`src/rtl/fifo_uart_tx_drain.sv`:
```
// UART transmitter that pops words from a show-ahead FIFO read port and sends
// them as start / LSB-first data / optional even parity / stop-bit frames.
module fifo_uart_tx_drain #(
  parameter int WIDTH        = 8,
  parameter int CLKS_PER_BIT = 16,
  parameter int PARITY_EN    = 0,
  parameter int STOP_BITS    = 1
) (
  input  logic             clk,
  input  logic             nrst_in,
  input  logic             enable_in,
  input  logic             empty_in,
  input  logic [WIDTH-1:0] data_in,
  output logic             read_out,
  output logic             tx_out,
  output logic             busy_out,
  output logic             frame_done_out
);

  localparam int CW = $clog2(CLKS_PER_BIT);
  localparam int BW = $clog2(WIDTH + 1);

  typedef enum logic [2:0] {
    S_IDLE,
    S_START,
    S_DATA,
    S_PARITY,
    S_STOP
  } state_t;

  state_t           state_q;
  logic [CW-1:0]    cyc_q;
  logic [BW-1:0]    bit_q;
  logic [WIDTH-1:0] shift_q;
  logic             par_q;
  logic             read_q;
  logic             tx_q;
  logic             busy_q;
  logic             done_q;
  logic             slot_end;

  assign slot_end = (cyc_q == CW'(CLKS_PER_BIT - 1));

  // NOTE: every register here is state, so all updates are non-blocking; the
  // pulse outputs get a default of 0 so they only live for one cycle.
  always_ff @(posedge clk or negedge nrst_in) begin
    if (!nrst_in) begin
      state_q <= S_IDLE;
      cyc_q   <= '0;
      bit_q   <= '0;
      shift_q <= '0;
      par_q   <= 1'b0;
      read_q  <= 1'b0;
      tx_q    <= 1'b1;
      busy_q  <= 1'b0;
      done_q  <= 1'b0;
    end else begin
      read_q <= 1'b0;
      done_q <= 1'b0;
      if (state_q != S_IDLE) begin
        cyc_q <= slot_end ? '0 : cyc_q + CW'(1);
      end
      case (state_q)
        S_IDLE: begin
          if (enable_in && !empty_in) begin
            shift_q <= data_in;
            par_q   <= ^data_in;
            read_q  <= 1'b1;
            tx_q    <= 1'b0;
            busy_q  <= 1'b1;
            cyc_q   <= '0;
            bit_q   <= '0;
            state_q <= S_START;
          end else begin
            tx_q <= 1'b1;
          end
        end
        S_START: begin
          if (slot_end) begin
            tx_q    <= shift_q[0];
            shift_q <= shift_q >> 1;
            bit_q   <= BW'(1);
            state_q <= S_DATA;
          end
        end
        S_DATA: begin
          // bit_q counts data bits already placed on the line.
          if (slot_end) begin
            if (bit_q == BW'(WIDTH)) begin
              bit_q <= '0;
              if (PARITY_EN != 0) begin
                tx_q    <= par_q;
                state_q <= S_PARITY;
              end else begin
                tx_q    <= 1'b1;
                state_q <= S_STOP;
              end
            end else begin
              tx_q    <= shift_q[0];
              shift_q <= shift_q >> 1;
              bit_q   <= bit_q + BW'(1);
            end
          end
        end
        S_PARITY: begin
          if (slot_end) begin
            tx_q    <= 1'b1;
            state_q <= S_STOP;
          end
        end
        S_STOP: begin
          if (slot_end) begin
            if (bit_q == BW'(STOP_BITS - 1)) begin
              bit_q   <= '0;
              busy_q  <= 1'b0;
              done_q  <= 1'b1;
              state_q <= S_IDLE;
            end else begin
              bit_q <= bit_q + BW'(1);
            end
          end
        end
        default: state_q <= S_IDLE;
      endcase
    end
  end

  assign read_out       = read_q;
  assign tx_out         = tx_q;
  assign busy_out       = busy_q;
  assign frame_done_out = done_q;

endmodule

```
`config.mk`:
```
export PLATFORM = sky130hd
export DESIGN_NAME = fifo_uart_tx_drain
export DESIGN_NICKNAME = d
export VERILOG_FILES = /design/src/rtl/fifo_uart_tx_drain.sv
export SDC_FILE = /design/constraint.sdc
export NUM_CORES = 1
export LEC_CHECK = 0
export ABC_CLOCK_PERIOD_IN_PS = 2000
export CORE_MARGIN = 1
export CORE_UTILIZATION = 28
export CTS_BUF_LIST = sky130_fd_sc_hd__clkbuf_4
export CTS_CLUSTER_DIAMETER = 200
export DETAILED_ROUTE_END_ITERATION = 10
export HOLD_SLACK_MARGIN = 0.1
export PLACE_DENSITY_LB_ADDON = 0.05
export SETUP_SLACK_MARGIN = 0.5
export SLEW_MARGIN = 5
export SYNTH_ARGS = -nofsm -noshare
export SYNTH_HDL_FRONTEND = slang
export SYNTH_SLANG_ARGS = --single-unit
```
`constraint.sdc`:
```
create_clock -name clk -period 2 [get_ports clk]
set_clock_uncertainty 0.1 [all_clocks]
set_input_delay 0.2 -clock clk [delete_from_list [all_inputs] [get_ports clk]]
set_output_delay 0.2 -clock clk [all_outputs]
set_load 0.02 [all_outputs]
```
# Word level (Yosys, flattened, before mapping)
# Index checks and enable logic that the tools add are counted.
totals:
  register_bits: 23
  inputBits: 12
  output_inout_bits: 4
  wordCells: 77
classes:
  add_sub_neg: 2
  eq_ne: 14
  mux: 39
  n_reduce_logical: 14
ops:
  columns: ["op", "n"]
  rows:
  - ["$mux 4", 10]
  - ["$mux 8", 4]
  - ["$pmux 8 s3", 1]
  - ["$mux 3", 7]
  - ["$ne 2x2->1 const B", 8]
  - ["$pmux 4 s4", 1]
  - ["$pmux 3 s5", 1]
  - ["$mux 1", 13]
  - ["$reduce_and 5->1", 2]
  - ["$add 4x1->4 const B", 2]
  - ["$eq 4x4->1 const B", 2]
  - ["$reduce_and 4->1", 2]
  - ["$reduce_bool 4->1", 2]
  - ["$reduce_and 7->1", 1]
  - ["$eq 3x2->1 const B", 2]
  - ["$reduce_bool 3->1", 2]
  - ["$logic_not 4->1", 1]
  - ["$pmux 1 s4", 1]
  - ["$eq 3x1->1 const B", 1]
  - ["$eq 3x3->1 const B", 1]
  - ["$logic_not 3->1", 1]
  - ["$pmux 1 s2", 1]
  - ["$reduce_bool 2->1", 1]
  - ["$logic_and 1x1->1", 1]
  - ["$logic_not 1->1", 1]

# Logic depth before layout (Yosys ltp)
# Gate-level depths: netlist (run 1).
depth:
  word_depth: 5
  ltp_mapped: 6
  depth_no_buf: 6

# Least setup slack after synthesis (run 1)
# No wires, ideal clock.
synth_path:
  path_type: "reg-to-reg"
  start: "register bit_q[0]"
  end: "register shift_q[1]"
  setup_time_ns: 0.125
  arrival_time_ns: 1.627
  t_required_ns: 1.775
  setup_slack_ns: 0.149
  path_stages_with_launch: 7
  n_path_buf: 0
  period_less_slack_ns: 1.851
  path_cell_list: "dfrtp_1 -> inv_1 -> ha_1 -> nor2b_1 -> a211oi_2 -> o21bai_2 -> mux2_2"
synth_via:
  elab_chain_cells: 3
synth_rtl:
  columns: ["item", "line_no", "text"]
  rows:
  - ["start: declaration", "33", "logic [BW-1:0] bit_q;"]
  - ["start signal: assignment", "101", "bit_q <= bit_q + BW'(1);"]
  - ["start signal: assignment", "119", "bit_q <= bit_q + BW'(1);"]
  - ["$eq 4x4->1", "89", "if (bit_q == BW'(WIDTH)) begin"]
  - ["$ne 2x2->1 (no source line)", null, null]
  - ["$reduce_and 5->1 (no source line)", null, null]
  - ["end signal: assignment", "66", "shift_q <= data_in;"]
  - ["end signal: assignment", "81", "shift_q <= shift_q >> 1;"]
  - ["end signal: assignment", "100", "shift_q <= shift_q >> 1;"]
  - ["end: declaration", "34", "logic [WIDTH-1:0] shift_q;"]
# Every way passes these cells.
# A chain may end at the register's enable or synchronous reset.

# Final worst setup path (run 1)
layout_path:
  start: "register state_q[1]"
  end: "register shift_q[0]"
layout_via:
  elab_chain_cells: 3
  elab_cells_between_ends: 10
  cone_classes: "6 x eq/ne; 1 x mux; 3 x reduce/logical"
layout_rtl:
  columns: ["item", "line_no", "text"]
  rows:
  - ["start: declaration", "31", "state_t state_q;"]
  - ["start signal: assignment", "48", "state_q <= S_IDLE;"]
  - ["start signal: assignment", "73", "state_q <= S_START;"]
  - ["start signal: assignment", "83", "state_q <= S_DATA;"]
  - ["$eq 3x2->1 (tied with other cells)", "63", "case (state_q)"]
  - ["$ne 2x2->1 (no source line) / $reduce_bool 3->1 (equally long branches)", null, null]
  - ["$reduce_and 5->1 (no source line)", null, null]
# Parallel ways exist; a longest one is shown, timed or not.

==> results of run 1 <==
==> area by class of cell <==
| type | instances | area [µm²] |
|---|---|---|
| Fill cell | 427 | 2475 |
| Inverter | 7 | 26.28 |
| Sequential cell | 23 | 579.3 |
| Clock buffer | 4 | 30.03 |
| Timing Repair Buffer | 40 | 381.6 |
| Tap cell | 52 | 65.06 |
| Multi-Input combinational cell | 93 | 857.1 |
==> worst min path at each step <==
stage	slack (ns)	depth (start not counted)	from	endpoint
floorplan	-0.20	0	nrst_in	bit_q[0]
global placement	0.38	2	tx_out	tx_out
detailed placement	0.38	2	tx_out	tx_out
CTS	0.15	2	nrst_in	cyc_q[3]
global route	0.14	2	nrst_in	cyc_q[2]
finish	0.14	2	nrst_in	cyc_q[3]
==> power breakdown <==
group | leakage [nW] | internal [W] | switching [W]
Sequential | 0.278 | 0.000664 | 0.000172
Clock | 0.0184 | 0.0000915 | 0.000139
Combinational | 0.549 | 0.000935 | 0.000688
Total | 0.845 | 0.00169 | 0.000998
==> stage by stage <==
step	instance area, µm²	hold slack (ns)
6_report	1939	0.1391
5_1_grt	1939	0.1441
4_1_cts	1818	0.1459
3_5_place_dp	1588	0.3838
3_3_place_gp	1588	0.3830
2_1_floorplan	1353	-0.1956
==> cells in the mapped netlist (2+ instances only) <==
| cell | count |
|---|---|
| a21o_1 | 2 |
| nor3_1 | 3 |
| ha_1 | 3 |
| nand3_1 | 4 |
| nand4_1 | 2 |
| dfrtp_1 | 22 |
| inv_1 | 7 |
| a211oi_2 | 2 |
| mux2_2 | 14 |
| buf_2 | 3 |
| nor2b_1 | 2 |
| o21ai_0 | 9 |
| a21oi_1 | 7 |
| and2_1 | 3 |
| nor3b_1 | 2 |
| nor2_1 | 8 |
| nand2_1 | 6 |
| o22ai_1 | 3 |
| nand2b_1 | 2 |
==> routing by layer <==
metal | share of wire, % | routed length (µm)
met1 | 50 | 1555
met4 | 1.1 | 35
met3 | 1.8 | 56
met5 | 0 | 0
met2 | 47 | 1479
==> sequential cells by signal, indices dropped and copies added (netlist names) <==
name / flops
frame_done_out: 1
cyc_q: 4
read_out: 1
bit_q: 4
busy_out: 1
tx_out: 1
state_q: 3
shift_q: 8
==> cells by family after synthesis <==
group / Yosys count / synth area share [%]
simple gates: 41 / 17.77
mux: 16 / 13.74
fa+ha+maj: 3 / 2.882
compound gates: 31 / 16.52
buf+inv: 11 / 3.458
flops: 23 / 44.28
xor+xnor: 2 / 1.345
==> worst max-delay path, delay by kind of cell, from the launching register on <==
kind	cells	cell delay, ns
muxes	1	0.29
AOI/OAI and AO/OA	2	0.28
DFF	1	0.44
buffers and inverters	2	0.29
and+or+nand+nor	1	0.28
==> timing repair <==
action | 4_1_cts | 5_1_grt
pin swaps | 10 | 10
setup buffers | 10 | 9
endpoints found under the setup margin | 23 | 22
hold buffers | 0 | 0
gates resized for setup | 29 | 11
==> metrics.yaml, run 1 <==
worst_setup_path:
  cp-endpoint: "shift_q[0]"
  worstSetupPathType: "flip-flop to flip-flop"
  ff2ff_setup_slack_ns: 0.23
  r2r-end: "shift_q[0]"
  crit_fanout: 8
  r2r_cells: 6
  cp-end-kind: "flip-flop"
  startpoint_type: "flip-flop"
  required_ns: 2.11
  worstPathArrival_ns: 1.89
  cpMaxStageDelayCell: "dfrtp_1"
  r2r_start: "state_q[1]"
  critPathLaunch: "state_q[1]"
  cp_slowest_stage_delay_ns: 0.44
  crit_chain: "buf_6 > or2_4 > o22ai_4 > o21bai_4 > buf_12 > mux2_4"
cts:
  cts_tree: "built"
  insertion_delay_ns: 0.31
  cts.clk_slew.worst_paths_ns: 0.13
  htree_levels: 1
  cts_buffers: 3
  cts_max_path_buffers: 2
  clock_sinks: 23
  clk_root_buffer_cell: "clkbuf_4"
cells_and_area:
  final_cell_mix: "dfrtp_1 (20), buf_4 (17), clkdlybuf4s50_1 (11), nor2_1 (8), mux2_4 (8)"
  drive_above_1_share_pct: 44.31
  fin_util_pct: 43.93
  fin_cells: 219
  nets: 183
  syn_to_final_growth_pct: 48.90
  diodes: 0
  layout_commonest_cell: "dfrtp_1"
synthesis:
  yosysTopAreaCellShare_pct: 42.27
  synth_seq_area_share_pct: 44.28
  async_flop_share_pct: 100.0
  ys.flop_type: "dfrtp_1"
  synth_edf_count: 0
  synth_nets: 142
  synth_area_leaders: "dfrtp_1 (42%), mux2_2 (12%), o21ai_0 (3.5%)"
  yosys_warnings: 0
  synth-seq-cells: 23
  netlist_area_mm2: 0.001302
  synth_area_per_cell_um2: 10.26
  synth.largest_area_cell: "dfrtp_1"
  synth_cells: 127
  ys_types: 42
global_route:
  grtUsageMet1_pct: 19.51
  grt_pass1_vias: 1097
  grt_start_max_net_pins: 24
  grt_pass1_wl_um: 5306
  antenna_found_initial: 0
  groute.usage.overall_pct: 13.71
  grt_use_met2_pct: 20.94
  met3_usage_pct: 2.309
  busiest_layer: "met2"
  grt-ovfl-total: 0
timing:
  rsz0062_at_grt: "yes"
  setup_viol: 0
  relSlewSlack_pct: 77.60
  finalCritPeriodShare_pct: 88.73
  timing.fmax_mhz: 563.5
  setup_tns_ns: 0
  finalHoldViolCount: 0
  worst_slack_ns: 0.2255
  worst_slew_pin_slew_ns: 0.3352
  period_needed_ns: 1.775
  report.final.slew_viol_count: 0
power_and_ir_drop:
  ir_drop_mv: 0.4564
  power_per_cell_area_mw_per_mm2: 1386
  p_leak_nw: 0.8450
  total_power_w: 0.002688
floorplanning:
  num_rows: 24
  core_area_mm2: 0.004414
  die_area_mm2: 0.004929
  die_h_um: 70.21
  die_w_um: 70.21
  ioPinCount: 16
  start_util_pct: 29.51
place:
  dp_cells: 196
  detailed_place_hpwl_um: 2067
  io_buffers: 15
  dpl_worst_slack_ns: 0.04766
  gp_congestion: 0.7458
drt:
  vias: 1078
  drt_iter0_drc: 47
  drcViolationCount: 0
  wirelength_um: 3126
  dr.pass1.iters: 4
  post_drt_wl_per_cell_um: 14.27
  drtAntennaViolNets: 0
  detail_route.vias_per_cell: 4.922
status:
  status: "finished, final reports clean"
flow_run:
  drv_cap: 0
hold_path:
  hold_path.class: "input port to asynchronous set/reset pin"
Note: power is estimated with default switching activity, not from simulation.
==> run 2: changes to the inputs <==
- CTS_CLUSTER_SIZE: default -> 14
==> results of run 2 <==
Final layout, timing and power as in run 1 (identical DEF).
